==> src/rtl/pwm_pkg.sv <==
// Shared types and helpers for the center-aligned triangle PWM generator.
package pwm_pkg;

   localparam int CW_DEFAULT = 4;
   localparam int DUTY_MAX   = 16;

   typedef enum logic [2:0] {
      S_IDLE,
      S_LO,
      S_DT_UP,
      S_HI,
      S_DT_DN
   } pwm_state_e;

   function automatic int unsigned clamp_duty(input int unsigned d, input int unsigned dmax);
      return (d > dmax) ? dmax : d;
   endfunction

endpackage

==> src/rtl/deadtime_gen.sv <==
// Complementary gate driver: Moore FSM inserting DEAD both-low cycles on every
// side change; outputs are registered from the next-state decode.
module deadtime_gen
   import pwm_pkg::*;
#(
   parameter int DEAD = 2
) (
   input  logic clk,
   input  logic reset,
   input  logic i_enable,
   input  logic i_ref,
   output logic o_hi,
   output logic o_lo
);

   // Counter is wide enough for the full DEAD range of 1..15.
   localparam int DW = 4;

   pwm_state_e    r_state, w_state_nxt;
   logic [DW-1:0] r_dcnt, w_dcnt_nxt;
   logic          r_hi, r_lo;
   logic          w_dt_done;

   assign w_dt_done = (r_dcnt == DW'(DEAD - 1));

   always_ff @(posedge clk) begin
      if (reset) begin
         r_state <= S_IDLE;
         r_dcnt  <= '0;
         r_hi    <= 1'b0;
         r_lo    <= 1'b0;
      end else begin
         r_state <= w_state_nxt;
         r_dcnt  <= w_dcnt_nxt;
         r_hi    <= (w_state_nxt == S_HI);
         r_lo    <= (w_state_nxt == S_LO);
      end
   end

   always_comb begin
      w_state_nxt = r_state;
      w_dcnt_nxt  = r_dcnt;
      if (!i_enable) begin
         w_state_nxt = S_IDLE;
      end else begin
         case (r_state)
            S_IDLE: begin
               w_dcnt_nxt  = '0;
               w_state_nxt = i_ref ? S_DT_UP : S_LO;
            end
            S_LO: begin
               if (i_ref) begin
                  w_state_nxt = S_DT_UP;
                  w_dcnt_nxt  = '0;
               end
            end
            // A ref drop mid-dead-time falls straight back to the low side.
            S_DT_UP: begin
               if (!i_ref)         w_state_nxt = S_LO;
               else if (w_dt_done) w_state_nxt = S_HI;
               else                w_dcnt_nxt  = r_dcnt + DW'(1);
            end
            S_HI: begin
               if (!i_ref) begin
                  w_state_nxt = S_DT_DN;
                  w_dcnt_nxt  = '0;
               end
            end
            S_DT_DN: begin
               if (i_ref)          w_state_nxt = S_HI;
               else if (w_dt_done) w_state_nxt = S_LO;
               else                w_dcnt_nxt  = r_dcnt + DW'(1);
            end
            default: w_state_nxt = S_IDLE;
         endcase
      end
   end

   assign o_hi = r_hi;
   assign o_lo = r_lo;

endmodule

==> src/rtl/triangle_pwm_gen.sv <==
// Center-aligned PWM: double-buffered duty compared against a triangle count,
// complementary gates with dead time, and a once-per-period valley strobe.
module triangle_pwm_gen
   import pwm_pkg::*;
#(
   parameter int CW   = CW_DEFAULT,
   parameter int DEAD = 2
) (
   input  logic          clk,
   input  logic          reset,
   input  logic [CW-1:0] count_in,
   input  logic          enable,
   input  logic [CW:0]   duty_in,
   input  logic          duty_load,
   output logic          pwm_hi,
   output logic          pwm_lo,
   output logic          period_pulse,
   output logic [CW:0]   duty_active
);

   localparam int unsigned DUTY_LIM = (CW == CW_DEFAULT) ? DUTY_MAX : (1 << CW);

   logic [CW:0]   r_pending;
   logic          r_pending_vld;
   logic [CW:0]   r_duty_active;
   logic          r_ref;
   logic [CW-1:0] r_prev_count;
   logic          r_period_pulse;

   logic [CW:0]   w_duty_clamped;
   logic          w_valley;

   assign w_duty_clamped = (CW+1)'(clamp_duty(32'(duty_in), DUTY_LIM));
   assign w_valley       = (count_in == '0);

   always_ff @(posedge clk) begin
      if (reset) begin
         r_pending      <= '0;
         r_pending_vld  <= 1'b0;
         r_duty_active  <= '0;
         r_ref          <= 1'b0;
         r_prev_count   <= '0;
         r_period_pulse <= 1'b0;
      end else begin
         r_prev_count   <= count_in;
         r_ref          <= ({1'b0, count_in} < r_duty_active);
         // Only the 1->0 step marks a valley, so the lone zeros after a counter reset stay quiet.
         r_period_pulse <= w_valley && (r_prev_count == CW'(1));
         if (w_valley && r_pending_vld) begin
            r_duty_active <= r_pending;
            r_pending_vld <= 1'b0;
         end
         // A same-edge load wins over the transfer's clear: old value moves, new one waits.
         if (duty_load) begin
            r_pending     <= w_duty_clamped;
            r_pending_vld <= 1'b1;
         end
      end
   end

   deadtime_gen #(.DEAD(DEAD)) u_deadtime (
      .clk      (clk),
      .reset    (reset),
      .i_enable (enable),
      .i_ref    (r_ref),
      .o_hi     (pwm_hi),
      .o_lo     (pwm_lo)
   );

   assign period_pulse = r_period_pulse;
   assign duty_active  = r_duty_active;

endmodule

==> config.mk <==
export PLATFORM = sky130hd
export DESIGN_NAME = triangle_pwm_gen
export DESIGN_NICKNAME = d
export VERILOG_FILES = /design/src/rtl/pwm_pkg.sv /design/src/rtl/deadtime_gen.sv /design/src/rtl/triangle_pwm_gen.sv
export SDC_FILE = /design/constraint.sdc
export NUM_CORES = 1
export LEC_CHECK = 0
export ABC_AREA = 0
export BUFFER_PORTS_ARGS = -buffer_cell sky130_fd_sc_hd__buf_2
export CAP_MARGIN = 10
export CORE_MARGIN = 1.5
export CORE_UTILIZATION = 49
export CTS_CLUSTER_DIAMETER = 200
export DETAILED_ROUTE_END_ITERATION = 7
export PLACE_DENSITY = 0.74
export SYNTH_ARGS = -nofsm -noshare
export SYNTH_HDL_FRONTEND = slang
export SYNTH_SLANG_ARGS = --single-unit
export TNS_END_PERCENT = 5
==> constraint.sdc <==
create_clock -name clk -period 1.4 [get_ports clk]
set_input_delay 0.07 -clock clk [delete_from_list [all_inputs] [get_ports clk]]
set_output_delay 0.07 -clock clk [all_outputs]
set_load 0.02 [all_outputs]
==> results.sh <==
export IMPL_setup_violations_final=8
export IMPL_reg2reg_setup_slack_ns=-0.13
export IMPL_seq_area_frac_synth_pct=40.5
export IMPL_grt_pass1_vias=1055
export IMPL_synth_top_area_share_pct=40.5
export IMPL_leakage_uw=0.000709
export IMPL_synth_edf_count=0
export IMPL_dr_total_vias=1098
export IMPL_ir_drop_mv=1.02
export IMPL_grt_pass1_wl_mm=4.56
export IMPL_ioPinCount=21
export IMPL_critPathTopFamily="simple AND/OR/NAND/NOR gates"
export IMPL_pre_cts_ws_ns=-0.0940
export IMPL_synth_ff_type="dfxtp_1"
export IMPL_syn_num_nets=151
export IMPL_rsz0062_at_grt="yes"
export IMPL_p_sw_share_pct=21.7
export IMPL_worstPathArrival_ns=1.76
export IMPL_synth_fa_ha_area_share_pct=4.87
export IMPL_gp_congestion=0.830
export IMPL_critPathKind="reg2reg"
export IMPL_violations="setup timing"
export IMPL_switching_power_uw=314
export IMPL_yosysMostFrequentCell="dfxtp_1"
export IMPL_postRouteAntennaNets=0
export IMPL_slew_violations=0
export IMPL_maxSlewHeadroom_pct=71.6
export IMPL_synthMuxAreaShare_pct=3.51
export IMPL_crit_fanout=5
export IMPL_critPathSlowestCell="dfxtp_2"
export IMPL_die_area_mm2=0.00294
export IMPL_vias_per_cell=5.36
export IMPL_status="finished, violations left"
export IMPL_holdPathEnd="r_prev_count[0]$_SDFF_PP0_"
export IMPL_hold_path_depth=2
export IMPL_crit_path_cell_trace="inv_2, ha_1, or3b_4, nor2b_4, nand3_2, a2111oi_4"
export IMPL_drv_cap=0
export IMPL_tritoncts="done"
export IMPL_ys_top_cells_by_area="dfxtp_1 (41%), ha_1 (4.9%), a21oi_1 (4.3%), nand3_1 (4.3%), nor2b_1 (3.9%)"
export IMPL_cts_buffer_depth=2
export IMPL_core_area_mm2=0.00248
export IMPL_ctsRootBufferMaster="clkbuf_4"
export IMPL_synth_compound_area_share_pct=14.3
export IMPL_grtUsageTotal_pct=22.2
export IMPL_fp_dieW_um=54.2
export IMPL_avgRoutedWirePerCell_um=13.2
export IMPL_finalHoldViolations=0
export IMPL_first_pass_iters=4
export IMPL_fin_nets=194
export IMPL_synth_cells=133
export IMPL_yosys_top_cells_count="dfxtp_1 (26), a21oi_1 (11), nand3_1 (11)"
export IMPL_synthArstFlopShare_pct=0
export IMPL_p_int_uw=1130
export IMPL_worst_slack_ns=-0.129
export IMPL_syn_area_mm2=0.00128
export IMPL_p_comb_share_pct=11.3
export IMPL_instances_no_fill=205
export IMPL_slowest_delay_ns=0.36
export IMPL_syn_avg_cell_area_um2=9.65
export IMPL_clk_pin_slew_ns=0.14
export IMPL_drt_initial_drc_count=29
export IMPL_initial_utilization_pct=51.8
export IMPL_synthXorXnorAreaFrac_pct=2.14
export IMPL_antenna_cells=0
export IMPL_r2r_start="u_deadtime.r_dcnt[1]$_SDFFE_PP0P_"
export IMPL_cts_buffers_inserted=3
export IMPL_yosysTopAreaCell="dfxtp_1"
export IMPL_period_minus_slack_ns=1.53
export IMPL_io_buffers=20
export IMPL_synth_top_family_by_area="simple AND/OR/NAND/NOR gates"
export IMPL_fillers=207
export IMPL_grt_max_degree=16
export IMPL_path_buf_inv=1
export IMPL_r2r_end="u_deadtime.r_state[2]$_SDFF_PP0_"
export IMPL_clock_skew_ns=0.00484
export IMPL_synth_simple_area_share_pct=28.8
export IMPL_place_inst=196
export IMPL_cp_data_required_time_ns=1.63
export IMPL_period_share_pct=109
export IMPL_clkLatencyLatePin_ns=0.32
export IMPL_power_total_uw=1450
export IMPL_htreeDepth=1
export IMPL_end_kind="flip-flop"
export IMPL_antenna_found_initial=0
export IMPL_hold_path_class="in2reg"
export IMPL_yosys_warnings=0
export IMPL_tightest_slew_ns=0.424
export IMPL_cellPowerDensity_mw_per_mm2=881
export IMPL_drt_wl_total_mm=2.71
export IMPL_cts_sinks=26
export IMPL_cp_start_kind="flip-flop"
export IMPL_ys_seq_elements=26
export IMPL_drive_gt1_share_pct=34.9
export IMPL_die_h_um=54.2
export IMPL_fmax_mhz=654
export IMPL_clock_power_share_pct=35.2
export IMPL_overflow=0
export IMPL_rr_worst_depth=6
export IMPL_drc=0
export IMPL_ys_types=42
export IMPL_holdWs_ns=0.00619
export IMPL_hpwl_mm=2.09
export IMPL_power_frac_seq_pct=53.5
export IMPL_area_delta_synth_final_pct=27.9
export IMPL_hold_start="count_in[0]"
export IMPL_rows=18
## kinds of logic (layout without fill, tap and decap cells)
family                   count (synthesis)  in the layout
adder cells (fa/ha/maj)                  5              5
AO/OA/AOI/OAI                           26             26
flip-flops                              26             26
buffers and inverters                   13             55
AND/OR/NAND/NOR                         58             58
XOR/XNOR                                 1              1
multiplexers                             4              4
## registers in the layout (all words and copies together) (netlist names)
signal / count
r_prev_count: 4
r_pending: 5
duty_active: 5
u_deadtime.r_state: 3
u_deadtime.o_hi: 1
u_deadtime.o_lo: 1
r_ref: 1
r_pending_vld: 1
period_pulse: 1
u_deadtime.r_dcnt: 4
## area by class of cell
class	instances	area [um^2]	area share, %
timing repair buffer	43	283	17.2
multi-input combinational	94	714	43.5
clock inverter	1	30.0	1.83
inverter	8	30.0	1.83
tap	30	37.5	2.29
sequential	26	524	31.9
clock buffer	3	22.5	1.37
## layer usage
layer  vias to the layer above  routed length (um)  global-route usage (%)
met5                         -                   0                       0
met4                         0                  19                    5.83
met3                         2                 136                    6.94
met2                        29                1410                    40.2
met1                       514                1140                    25.0
li1                        553                   -                       -
## cells in the final DEF, fill, tap and decap left out, drive strengths merged
cell	synthesis	layout
a22oi	1	1
ha	5	5
o2111a	1	1
a211oi	1	1
or3b	1	1
dlygate4sd3	0	4
a21o	1	1
mux2i	3	3
o21ai	2	2
inv	8	8
and2b	2	2
nor2b	10	10
and3	2	2
and3b	1	1
o311a	1	1
xnor2	1	1
nand3b	3	3
nand2	7	7
a2111oi	1	1
nor3	1	1
nor2	8	8
o211ai	1	1
bufinv	0	1
or2b	1	1
o2111ai	2	2
nand3	11	11
a21oi	11	11
buf	4	39
nand4b	1	1
nand4	2	2
dfxtp	26	26
or4b	1	1
or4	1	1
nand2b	5	5
o22ai	3	3
clkbuf	1	3
mux2	1	1
nor4	1	1
o21a	1	1
## timing repair
action                     4_1_cts  5_1_grt
setup endpoints to repair        8        8
hold endpoints to repair         4        0
gates resized for setup          1        1
pin swaps                        2        0
setup buffers                    0        1
hold buffers                     4        0
## through the flow
stage | cell area, um^2 | utilization [%] | setup TNS [ns]
after CTS | 1620 | 65.5 | -0.469
after detailed placement | 1530 | 61.7 | -0.258
after floorplan | 1300 | - | -0.0561
after global routing | 1640 | 66.3 | -1.11
final | 1640 | 66.3 | -0.592
after global placement | 1530 | 61.7 | -0.0981
## power by group through the flow
stage                     Clock (uW)  Sequential (uW)  Combinational (uW)
after global placement             0              790                 144
after detailed placement           0              790                 149
after CTS                        519              774                 159
after floorplan                    0              788                96.2
final                            510              774                 163
after global routing             545              777                 181
## worst max-delay path by stage
stage | start | endpoint | slack (ns) | cells past startpoint
after floorplan | u_deadtime.r_dcnt[1]$_SDFFE_PP0P_ | u_deadtime.r_dcnt[1]$_SDFFE_PP0P_ | -0.04 | 6
after global placement | u_deadtime.r_dcnt[1]$_SDFFE_PP0P_ | u_deadtime.r_dcnt[1]$_SDFFE_PP0P_ | -0.05 | 6
after detailed placement | u_deadtime.r_dcnt[1]$_SDFFE_PP0P_ | u_deadtime.r_state[2]$_SDFF_PP0_ | -0.09 | 6
after CTS | u_deadtime.r_dcnt[1]$_SDFFE_PP0P_ | u_deadtime.r_state[2]$_SDFF_PP0_ | -0.13 | 6
after global routing | u_deadtime.r_dcnt[1]$_SDFFE_PP0P_ | u_deadtime.r_state[2]$_SDFF_PP0_ | -0.20 | 6
final | u_deadtime.r_dcnt[1]$_SDFFE_PP0P_ | u_deadtime.r_state[2]$_SDFF_PP0_ | -0.13 | 6
Note: power is estimated with default switching activity, not from simulation.
